**src/rtl/clk_div_switch_ctrl.sv**
```systemverilog
// clk_div_switch_ctrl: sequences run-time changes of the 2-bit clock-divider ratio without glitches
// Ports:
//   clk           clock, also the divider source clock
//   rstn          asynchronous active-low reset
//   req_valid     ratio-change request valid
//   req_coe       requested ratio code (00=/1, 01=/2, 10=/3, 11=/4)
//   req_ready     request is taken on req_valid & req_ready (IDLE only)
//   div_clk_in    divided clock fed back from the divider output
//   err_clr       clears err_timeout
//   div_coe_out   ratio code driven to the divider
//   div_rstn_out  active-low reset driven to the divider
//   gate_en       1 = divided clock may propagate downstream
//   busy          1 = switch sequence in progress
//   err_timeout   sticky: a switch was forced after TIMEOUT cycles in WAIT_LOW
module clk_div_switch_ctrl #(
    parameter logic [1:0] RESET_COE  = 2'b00,
    parameter int         SETTLE_CYC = 4,
    parameter int         TIMEOUT    = 16
) (
    input  logic       clk,
    input  logic       rstn,
    input  logic       req_valid,
    input  logic [1:0] req_coe,
    output logic       req_ready,
    input  logic       div_clk_in,
    input  logic       err_clr,
    output logic [1:0] div_coe_out,
    output logic       div_rstn_out,
    output logic       gate_en,
    output logic       busy,
    output logic       err_timeout
);
    localparam int CMAX = (TIMEOUT > SETTLE_CYC) ? TIMEOUT : SETTLE_CYC;
    localparam int CW = $clog2(CMAX + 1);
    localparam logic [CW-1:0] T_LAST = CW'(TIMEOUT - 1);
    localparam logic [CW-1:0] S_LAST = CW'(SETTLE_CYC - 1);
    localparam logic [CW-1:0] R_LAST = CW'(1);

    typedef enum logic [2:0] {IDLE, WAIT_LOW, GATE, RST_DIV, SETTLE} state_t;

    state_t        state, state_d;
    logic [CW-1:0] cnt, cnt_d;
    logic [1:0]    pend, pend_d, coe_d;
    logic          s1, s2, fall, safe, err_set;

    // A falling edge of the divided clock marks the start of its low phase; /1 has no
    // divided phase to wait for, so it is always safe.
    assign fall = s2 & ~s1;
    assign safe = fall | (div_coe_out == 2'b00);

    // Outputs are decoded straight from the state flop so they carry no input paths.
    assign req_ready    = (state == IDLE);
    assign busy         = (state != IDLE);
    assign gate_en      = (state == IDLE) || (state == WAIT_LOW);
    assign div_rstn_out = (state != RST_DIV);

    always_ff @(posedge clk or negedge rstn) begin
        if (!rstn) begin
            state       <= RST_DIV;
            cnt         <= '0;
            pend        <= RESET_COE;
            div_coe_out <= RESET_COE;
            err_timeout <= 1'b0;
            s1          <= 1'b0;
            s2          <= 1'b0;
        end else begin
            state       <= state_d;
            cnt         <= cnt_d;
            pend        <= pend_d;
            div_coe_out <= coe_d;
            err_timeout <= err_set | (err_timeout & ~err_clr);
            s1          <= div_clk_in;
            s2          <= s1;
        end
    end

    always_comb begin
        state_d = state;
        cnt_d   = cnt;
        pend_d  = pend;
        err_set = 1'b0;
        // New ratio lands on the divider together with its reset assertion.
        coe_d   = (state == GATE) ? pend : div_coe_out;
        case (state)
            IDLE: begin
                if (req_valid && req_coe != div_coe_out) begin
                    pend_d  = req_coe;
                    state_d = WAIT_LOW;
                    cnt_d   = '0;
                end
            end
            WAIT_LOW: begin
                if (safe || cnt == T_LAST) begin
                    state_d = GATE;
                    cnt_d   = '0;
                    err_set = ~safe;
                end else begin
                    cnt_d = cnt + CW'(1);
                end
            end
            GATE: begin
                state_d = RST_DIV;
                cnt_d   = '0;
            end
            RST_DIV: begin
                state_d = (cnt == R_LAST) ? SETTLE : RST_DIV;
                cnt_d   = (cnt == R_LAST) ? '0 : cnt + CW'(1);
            end
            SETTLE: begin
                state_d = (cnt == S_LAST) ? IDLE : SETTLE;
                cnt_d   = (cnt == S_LAST) ? '0 : cnt + CW'(1);
            end
            default: begin
                state_d = IDLE;
                cnt_d   = '0;
            end
        endcase
    end
endmodule

```
**config.mk**
```make
export PLATFORM = sky130hd
export DESIGN_NAME = clk_div_switch_ctrl
export DESIGN_NICKNAME = d
export VERILOG_FILES = /design/src/rtl/clk_div_switch_ctrl.sv
export SDC_FILE = /design/constraint.sdc
export NUM_CORES = 1
export LEC_CHECK = 0
export ABC_AREA = 1
export CAP_MARGIN = 20
export CORE_MARGIN = 1.5
export CORE_UTILIZATION = 52
export DETAILED_ROUTE_END_ITERATION = 6
export PLACE_DENSITY = 0.81
export SLEW_MARGIN = 10
export SYNTH_ARGS = -nofsm -noshare
export SYNTH_HDL_FRONTEND = slang
export SYNTH_SLANG_ARGS = --single-unit
```
**constraint.sdc**
```tcl
create_clock -name clk -period 1.8 [get_ports clk]
set_input_delay 0.45 -clock clk [delete_from_list [all_inputs] [get_ports clk]]
set_output_delay 0.45 -clock clk [all_outputs]
set_load 0.01 [all_outputs]
```
=== Word-level counts from Yosys, hierarchy flattened ===
Index checks and enable logic that the tools add are counted.

* Shift operators: 0
* Bitwise operators: 7
* Eq/ne operators: 11
* Reduce and logical (&&, ||, !) cells: 8
* Order comparisons: 0
* Multiply operators: 0
* Add/subtract/negate cells: 1
* Multiplexer cells: 12
* Divide/modulo/power cells: 0

{| class="wikitable"
|+ Operators by type and width
! kind !! count
|-
| 5-bit two-way mux || 4
|-
| 5-bit one-hot mux with 4 select lines || 1
|-
| 3-bit one-hot mux with 5 select lines || 1
|-
| 3-bit two-way mux || 4
|-
| 3-bit by 2-bit == test with 1-bit output, second input constant || 2
|-
| 5-bit by 1-bit adder with 5-bit output, second input constant || 1
|-
| 5-bit by 1-bit == test with 1-bit output, second input constant || 1
|-
| 5-bit by 2-bit == test with 1-bit output, second input constant || 1
|-
| 5-bit by 4-bit == test with 1-bit output, second input constant || 1
|-
| 2-bit by 1-bit inequality test with 1-bit output, second input constant || 2
|-
| 2-bit AND reduction || 2
|-
| 3-bit by 1-bit == test with 1-bit output, second input constant || 1
|-
| 3-bit == test, second input constant || 1
|-
| 3-bit logical NOT || 1
|-
| 3-bit by 2-bit inequality test with 1-bit output, second input constant || 1
|-
| 1-bit NOT || 3
|-
| 3-bit nonzero test || 1
|-
| 1-bit AND || 2
|-
| 2-bit logical NOT || 1
|-
| 1-bit logical OR || 2
|-
| 1-bit two-way mux || 2
|-
| 2-bit inequality test || 1
|-
| 1-bit bitwise OR || 2
|-
| 1-bit logical AND || 1
|}

* Bits in read-only memories: 0
* Word-level logic and storage cells: 46
* Input bits: 7
* Memories kept: 0
* Register bits: 15
* Memory bits (writable): 0
* Bits in latches: 0

=== Longest topological paths before layout ===
* Word-level depth: 7
* Gate-level depth with buffers: 9

=== Worst setup path before layout ===
OpenSTA, ideal clock, no wires.

* Kind: reg-to-reg
* Start point: register cnt[0]
* End point: register state[1]
* Setup slack: 0.355 ns
* Arrival: 1.369 ns
* Buffers on the path: 0
* Cell stages (with the launch flop): 9
* Cells stage by stage: dfrtp_1 ha_1 inv_1 nor3_1 ha_1 nor2_1 nand2_1 nand2_1 nor2_1

* Cells in the longest elaborated chain, start to end: 4
* Elaborated cells between the ends (all ways): 7
* Classes of those cells: 3 x eq/ne; 2 x mux; 2 x reduce/logical

{| class="wikitable"
|+ RTL lines
! element !! line !! RTL
|-
| start, declared || 42 || <nowiki>logic [CW-1:0] cnt, cnt_d;</nowiki>
|-
| start signal, assigned || 68 || <nowiki>cnt <= cnt_d;</nowiki>
|-
| 5-bit by 4-bit == test with 1-bit output || 93 || <nowiki>if (safe || cnt == T_LAST) begin</nowiki>
|-
| 1-bit logical OR || 93 ||
|-
| 2-bit by 1-bit inequality test with 1-bit output (no line) || -- ||
|-
| 2-bit AND reduction (no line) || -- ||
|-
| end signal, assigned || 67 || <nowiki>state <= state_d;</nowiki>
|-
| end, declared || 41 || <nowiki>state_t state, state_d;</nowiki>
|}

Several ways; a longest one is shown, not always the timed one.
A chain may end at the register's enable or synchronous reset.

=== Final worst setup path ===
* Start point: register state[1]
* End point: output port gate_en

* Cells in the longest elaborated chain, start to end: 2
* Elaborated cells between the ends (all ways): 3
* Classes of those cells: 1 x eq/ne; 2 x reduce/logical

{| class="wikitable"
|+ RTL lines
! element !! line !! RTL
|-
| 3-bit by 1-bit == test with 1-bit output or 3-bit logical NOT (tied branches) || 54 || <nowiki>assign gate_en = (state == IDLE) || (state == WAIT_LOW);</nowiki>
|-
| 1-bit logical OR (*) || 54 ||
|-
| end, declared || 29 || <nowiki>output logic gate_en,</nowiki>
|}

Mark *: on every way between the ends. The rest lies on a longest branch, timed or not.

==> results.yml <==
run_status:
  outcome: "finished, final reports clean"
clock_network:
  clkSinkCount: 15
  cts.path.max_buffers: 2
  clkTransAtPathRegs_ns: 0.09
  root_buffer: "clkbuf_4"
  numCtsBuffers: 3
  cts_tree: "yes"
  cts_htree_levels: 1
  cts_hold_repair.buffers: 0
  clk_latency_ns: 0.29
floorplan:
  fp.coreArea_mm2: 0.00171
  rows: 15
  floorplan.die.width_um: 45.6
  floorplan.initialDensity: 0.552
  design.die.area_mm2: 0.00208
  fp.dieH_um: 45.6
  design.portCount: 14
power:
  ir_drop_v: 0.000870
  power.leakage_nw: 0.632
  powerDensity_mw_per_mm2: 1440
  post_layout_power_w: 0.00170
grt:
  grtUsageMet1: 0.254
  grt_first_pass_wirelength_mm: 3.46
  grt_usage: 0.236
  use_met2: 0.456
  maximum_number_of_pins_on_one_net_before_global_route_repair: 16
  grt.busiest_layer: "met2"
  antenna_found_initial: 0
  globalRoute.totalOverflow: 0
  globalRouteMet3Util: 0.0238
  number_of_global_route_vias_before_repair: 866
critical_path:
  cp.required_ns: 1.35
  path_max_fanout: 3
  destination_of_the_worst_register_to_register_timing_path: "cnt[1]"
  rrSetupSlack_ns: 0.13
  critical_path_class: "reg2out"
  endpoint_kind: "output pin"
  cp.arrival_ns: 1.28
  r2r.worst_path.cells: 7
  worstReg2RegStart: "cnt[1]"
  setup_crit_start_kind: "register"
synthesis:
  yosysUniqueCellTypes: 16
  synthTopCellsByArea: "dfrtp_1, nand2_1, nand3_1, inv_1, dfstp_2"
  synth.yosys.seq_area_share: 0.401
  synth-seq-cells: 15
  post_synth_inst_count: 127
  synth_fp_nets: 137
  synthDominantCellAreaShare: 0.345
  synth_area_per_cell_um2: 7.43
  synth.largest_area_cell: "dfrtp_1"
  synth-warning-count: 0
  synth.cell_area_um2: 943
sta:
  finalHoldViolCount: 0
  final-setup-viol-count: 0
  max_slew_headroom: 0.734
  max_freq_ghz: 0.579
  finClkSkew_ns: 0.00678
  rsz0062_at_grt: "false"
  finalCriticalPeriod_ns: 1.73
  timing_worst_slew_pin_value_ns: 0.398
  totalNegativeSetupSlack_ns: 0
  slew_violations: 0
  fin_crit_sh: 0.959
worst_hold_path:
  end_point_of_the_most_critical_hold_path: "s2"
  hold_path_depth: 0
  min-delay-start: "s1"
  hp-class: "reg2reg"
drt:
  drt-total-wl_mm: 2.10
  post_drt_wl_per_cell_um: 11.9
  detail_route.iter0.violations: 25
  route.antenna.remaining_nets: 0
  firstDrtPassIters: 4
  route.detailed.vias_per_inst: 5.04
  vias: 892
  drc_errors: 0
layout:
  num-nets-final: 163
  drive_gt1_frac: 0.178
  num_antenna_cells: 0
  syn2layout_area_growth_pct: 25.3
job:
  cap_viol_max_count: 0
placed_design:
  placement.io_buffers: 13
  routabilityCongestion: 0.828
  dp_hpwl_mm: 1.68
==> stage by stage <==
step           hold WS [ns]  utilization  instance area [µm²]  worst slack, ns  std cells
3_5_place_dp          0.378        0.678                 1160         -0.00567        172
4_1_cts               0.397        0.692                 1180           0.0208        177
6_report              0.393        0.692                 1180           0.0733        177
3_3_place_gp          0.361        0.678                 1160           0.0590        172
2_1_floorplan         0.154            -                  943            0.355        127
5_1_grt               0.412        0.692                 1180           0.0186        177
==> critical path, cell delays in order, from the launching register on <==
cell           delay (ns)
dfstp_2              0.55
buf_4                0.12
nor2_1               0.03
dlygate4sd2_1        0.28
==> Yosys cell counts <==
| master | count |
|---|---|
| a21oi_1 | 2 |
| nor2_4 | 3 |
| o21ai_0 | 5 |
| inv_4 | 1 |
| nor3_1 | 1 |
| ha_1 | 3 |
| nand3_2 | 5 |
| nor3_4 | 1 |
| dfrtp_1 | 13 |
| dfstp_2 | 2 |
| nor2_1 | 9 |
| inv_1 | 24 |
| nand3_1 | 22 |
| nand4_1 | 2 |
| nand2_4 | 1 |
| nand2_1 | 33 |
==> how the worst max path moves through the flow <==
stage / end / slack (ns) / start / cells after the start
after floorplan: state[1] / 0.36 / cnt[0] / 8
after global routing: req_ready / 0.02 / state[0] / 4
after detailed placement: busy / -0.006 / state[1] / 5
final: gate_en / 0.07 / state[1] / 3
after global placement: busy / 0.06 / state[1] / 5
after CTS: req_ready / 0.02 / state[0] / 4
==> cells in the final DEF, fill, tap and decap left out <==
master / n
nand2_1: 32
inv_1: 24
nand3_1: 22
dfrtp_1: 13
nor2_1: 9
clkdlybuf4s50_1: 9
buf_4: 8
o21ai_0: 5
nand3_2: 5
nor2_4: 3
ha_1: 3
clkbuf_4: 3
nand4_1: 2
a21oi_1: 2
buf_2: 2
dfstp_2: 2
nand2_2: 1
nand2_4: 1
nor3_4: 1
inv_4: 1
nor3_1: 1
clkbuf_1: 1
dlygate4sd2_1: 1
clkdlybuf4s15_1: 1
==> layout make-up <==
class,instances,area [µm²]
Clock buffer,4,26.3
Fill cell,144,526
Inverter,25,96.3
Multi-Input combinational cell,87,472
Sequential cell,15,378
Tap cell,25,31.3
Timing Repair Buffer,21,179
==> state kept, by name, indices dropped and copies added (netlist names) <==
name / cells
s2: 1
div_coe_out: 2
cnt: 5
pend: 2
state: 3
s1: 1
err_timeout: 1
==> power breakdown <==
group	switching, W	internal, W
Combinational	0.000581	0.000394
Sequential	0.0000807	0.000453
Clock	0.000106	0.0000862
==> cells by family (layout without fill, tap and decap cells) <==
family,after synthesis,count (layout),synth area share
AO/OA/AOI/OAI,7,7,0.0371
adder cells (fa/ha/maj),3,3,0.0398
buffers and inverters,25,50,0.102
flip-flops,15,15,0.401
AND/OR/NAND/NOR,77,77,0.420
==> metal layers <==
layer	part of all wire	wire [µm]
met5	0	0
met2	0.55	1150
met4	0.017	36
met1	0.39	826
met3	0.043	91
==> what timing repair did <==
| action | 4_1_cts | 5_1_grt |
|---|---|---|
| endpoints found under the hold margin | 0 | 0 |
| buffers inserted | 1 | 0 |
| endpoints found under the setup margin | 4 | 1 |
| cloned | 0 | 0 |
| gates resized for setup | 11 | 1 |
Note: power is estimated with default switching activity, not from simulation.
